$ cat src/rtl/color_entry_ctrl.sv
// Keypad color entry sequencer: collects six hex digits into a 24-bit RGB value
// and offers it with its palette slot over a valid/ready handshake.
module color_entry_ctrl #(
    parameter int NUM_SLOTS = 4,
    parameter int SLOT_BITS = 2,
    parameter int TO_WIDTH  = 20
) (
    input  logic                 clk,
    input  logic                 reset,
    input  logic                 start,
    input  logic [SLOT_BITS-1:0] slot_sel,
    input  logic                 key_valid,
    input  logic [3:0]           key_value,
    input  logic                 cancel,
    output logic                 busy,
    output logic [2:0]           digit_idx,
    output logic [23:0]          color_out,
    output logic [SLOT_BITS-1:0] color_slot,
    output logic                 color_valid,
    input  logic                 color_ready,
    output logic                 timeout
);

    generate
        if (NUM_SLOTS != (1 << SLOT_BITS) || NUM_SLOTS < 2) begin : g_bad_slots
            $error("color_entry_ctrl: NUM_SLOTS must equal 2**SLOT_BITS and be at least 2");
        end
        if (TO_WIDTH < 2) begin : g_bad_timer
            $error("color_entry_ctrl: TO_WIDTH must be at least 2");
        end
    endgenerate

    typedef enum logic [1:0] {
        S_IDLE    = 2'd0,
        S_COLLECT = 2'd1,
        S_PRESENT = 2'd2
    } state_t;

    // Timer value one increment short of all-ones: an idle cycle seen here expires the edit.
    localparam logic [TO_WIDTH-1:0] TIMER_EXPIRE = {{(TO_WIDTH-1){1'b1}}, 1'b0};

    state_t                 state_reg;
    logic [SLOT_BITS-1:0]   slot_reg;
    logic [23:0]            assembly_reg;
    logic [TO_WIDTH-1:0]    timer_reg;
    logic [23:0]            assembly_next;

    assign assembly_next = {assembly_reg[19:0], key_value};

    always_ff @(posedge clk or negedge reset) begin
        if (!reset) begin
            state_reg    <= S_IDLE;
            slot_reg     <= '0;
            assembly_reg <= '0;
            timer_reg    <= '0;
            busy         <= 1'b0;
            digit_idx    <= 3'd0;
            color_out    <= 24'h000000;
            color_slot   <= '0;
            color_valid  <= 1'b0;
            timeout      <= 1'b0;
        end else begin
            timeout <= 1'b0;
            case (state_reg)
                S_IDLE: begin
                    if (start) begin
                        slot_reg     <= slot_sel;
                        assembly_reg <= '0;
                        digit_idx    <= 3'd0;
                        timer_reg    <= '0;
                        busy         <= 1'b1;
                        state_reg    <= S_COLLECT;
                    end
                end
                S_COLLECT: begin
                    // Cancel wins over a coincident key; a key wins over expiry.
                    if (cancel) begin
                        digit_idx <= 3'd0;
                        busy      <= 1'b0;
                        state_reg <= S_IDLE;
                    end else if (key_valid) begin
                        assembly_reg <= assembly_next;
                        digit_idx    <= digit_idx + 3'd1;
                        timer_reg    <= '0;
                        if (digit_idx == 3'd5) begin
                            color_out   <= assembly_next;
                            color_slot  <= slot_reg;
                            color_valid <= 1'b1;
                            state_reg   <= S_PRESENT;
                        end
                    end else if (timer_reg == TIMER_EXPIRE) begin
                        timer_reg <= '0;
                        timeout   <= 1'b1;
                        digit_idx <= 3'd0;
                        busy      <= 1'b0;
                        state_reg <= S_IDLE;
                    end else begin
                        timer_reg <= timer_reg + 1'b1;
                    end
                end
                S_PRESENT: begin
                    if (color_ready) begin
                        color_valid <= 1'b0;
                        digit_idx   <= 3'd0;
                        busy        <= 1'b0;
                        state_reg   <= S_IDLE;
                    end
                end
                default: begin
                    color_valid <= 1'b0;
                    busy        <= 1'b0;
                    digit_idx   <= 3'd0;
                    state_reg   <= S_IDLE;
                end
            endcase
        end
    end

endmodule

$ cat config.mk
export PLATFORM = sky130hd
export DESIGN_NAME = color_entry_ctrl
export DESIGN_NICKNAME = d
export VERILOG_FILES = /design/src/rtl/color_entry_ctrl.sv
export SDC_FILE = /design/constraint.sdc
export NUM_CORES = 1
export LEC_CHECK = 0
export ABC_AREA = 1
export CORE_MARGIN = 5
export CORE_UTILIZATION = 44
export DETAILED_ROUTE_END_ITERATION = 7
export PLACE_DENSITY = 0.66
export SLEW_MARGIN = 30
export SYNTH_ARGS = -nofsm -noshare
export SYNTH_HDL_FRONTEND = slang
export SYNTH_SLANG_ARGS = --single-unit
$ cat constraint.sdc
create_clock -name clk -period 3.8 [get_ports clk]
set_input_delay 0.76 -clock clk [delete_from_list [all_inputs] [get_ports clk]]
set_output_delay 0.76 -clock clk [all_outputs]
set_load 0.005 [all_outputs]
==> metrics.txt <==
status complete, no violations; vias post-DR 2652; CP Class reg -> reg; Via density 4.74; fillers 737; end-of-flow core utilization 54.5%; DIE AREA 9760 um^2; Core Rows 32; Hold Fails Final Rpt 0; Crit path max-delay family simple AND/OR/NAND/NOR gates; CP Data Arrival Time 2.42 ns; Clock Skews 0.0117 ns; initial antenna violation count 0; met1 Usage GRT 20.0%; sequential share of the synthesized area 54.8%; CTS sink count 76; post-layout power 1.75 mW; Most Crowded Layer GR met2; Yosys Warn Count 0; Worst EP required 4.01 ns; post-CTS sizing 0; Post-Syn Nets 426; CP max-delay cell nor2_4; # diodes 0; critical path, cell by cell nor2_4, nand2_1, nor2_4, nand3_4, nand2_1, o21ai_1; area grow syn2layout 20.8%; max FFs per register 24; Die W 98.8 um; CTS Hold Bufs 0; number of distinct library cells after synthesis 28; DR iter-0 viols 122; largest net degree at the start of global routing 77; routed wire length per instance 12.4 um; slowest stage delay, CP 0.49 ns; Max-slew headroom 55.0%; setup_tns 0 ns; Global Route Usage Sum 15.2%; postcts setup bufs 0; root buffer cell clkbuf_8; core area 7690 um^2; Non-Filler Instances 560; post-synthesis register bit count 76; unrepaired setup endpoints after global routing false; Ports 44; DPL Wire Length 4770 um; Synth Area per Inst 8.46 um^2; CTS max path bufs 2; Post-DP Area 3960 um^2; WL final 6940 um; Hold Path Class in -> async; final number of setup-violating endpoints 0; Starting Density 45.1%; mapped cell area 3470 um^2; Max Fclk 452 MHz; slew of the pin with the lowest slew margin 0.674 ns; Detail Route Antenna Nets 0; CP Capture Type flop; Final Critical Period 2.21 ns; Max VDD drop 0.237 mV; fin crit share 58.3%; area leader, netlist dfrtp_1; IO Port Bufs 43; # nets final 469; Max-cap violations 0; CTS Buf Count 9; Post-Synthesis Cells 410; Pre-Repair DR Iteration Count 4; Die Height 98.8 um; first-pass GRT wire length 12300 um; GP Congestion 0.888; Worst setup SP type flop; FF/Latch Area 1900 um^2; met3 GRT Util 4.81%; Power Density 417 nW/um^2; CTS tree built; Multi-input gate area 1270 um^2; dpl cells 544; H-tree depth 3; largest cells by area after synthesis dfrtp_1 55%, nand2_1 11%, inv_1 6.3%; Synth top area share 54.8%; grt ovf 0; CTS clock-pin slew for the worst setup and hold paths 0.08 ns; Pins Over Slew Limit 0; Buf/Inv on CP 0; DRC Markers 0; layout cells sized above 1 7.21%; P_leak 1.95 nW; vias in the first global route 2625; final instance area 4190 um^2; M2 GR Usage 24.7%; Skew-Pair Late Insertion Delay 0.35 ns; CP Max Fanout 54
cell families after synthesis:
group	Yosys count	share of synthesized area, %
buffers and inverters	73	8.65
adder cells (fa/ha/maj)	4	1.44
AND/OR/NAND/NOR	196	25.4
AO/OA/AOI/OAI	54	7.93
XOR/XNOR	7	1.77
flip-flops	76	54.8
final cells by class:
type / count / area share [%]
well taps: 102 / 3.05
clock buffers: 11 / 3.37
clock inverters: 5 / 2.00
flip-flops and latches: 76 / 45.4
inverters: 61 / 5.46
multi-input cells: 261 / 30.2
repair buffers: 44 / 10.5
report_power, final:
group	switching [mW]	internal, mW	total (mW)
Sequential	0.0233	0.848	0.871
Combinational	0.132	0.0556	0.188
Clock	0.297	0.390	0.688
cells in the mapped netlist, drive strengths merged:
cell	instances
nand3	35
xnor2	2
a21oi	4
nand2	104
inv	61
ha	4
nor2	45
buf	9
nand3b	2
o21ai	48
o31ai	1
clkbuf	3
nand4	4
xor2	5
or2	1
dfrtp	76
o21bai	1
nor3	5
cell usage in the layout, fill, tap and decap left out, types with 2 or more instances in the layout:
cell and count:
nand2_1 100, dfrtp_1 76, inv_1 58, clkdlybuf4s50_1 42, nor2_1 38, nand3_1 34
o21ai_1 26, o21ai_0 22, clkbuf_8 10, nor2_4 6, nor3_1 5, xor2_1 5
a21oi_1 4, nand4_1 4, ha_1 4, inv_2 3, nand2_2 3, nand3b_1 2
xnor2_1 2, bufinv_16 2, clkinvlp_4 2
path summary, 6_finish.rpt:
kind | slack (ns) | end | depth (start not counted) | from
max | 1.59 | color_out[21] | 6 | state_reg[1]
min | 0.41 | timer_reg[16] | 1 | reset
max reg2reg | 1.59 | color_out[21] | 6 | state_reg[1]
min reg2reg | 0.48 | busy | 2 | busy
max in group asynchronous | 2.89 | color_out[10] | 1 | reset
min in group clk | 0.48 | busy | 2 | busy
metrics by stage:
stage	hold WS [ns]	worst slack, ns
after floorplan	0.464	2.10
after global placement	0.474	1.31
after detailed placement	0.473	1.24
after CTS	0.495	1.59
after global routing	0.485	1.37
final	0.415	1.59
routing by layer:
| metal | up-vias | share of wire, % |
|---|---|---|
| li1 | 1361 | - |
| met1 | 1241 | 47 |
| met2 | 48 | 49 |
| met3 | 2 | 3.7 |
| met4 | 0 | 0.13 |
| met5 | - | 0 |
No activity file was read; power rests on OpenSTA's default activity.
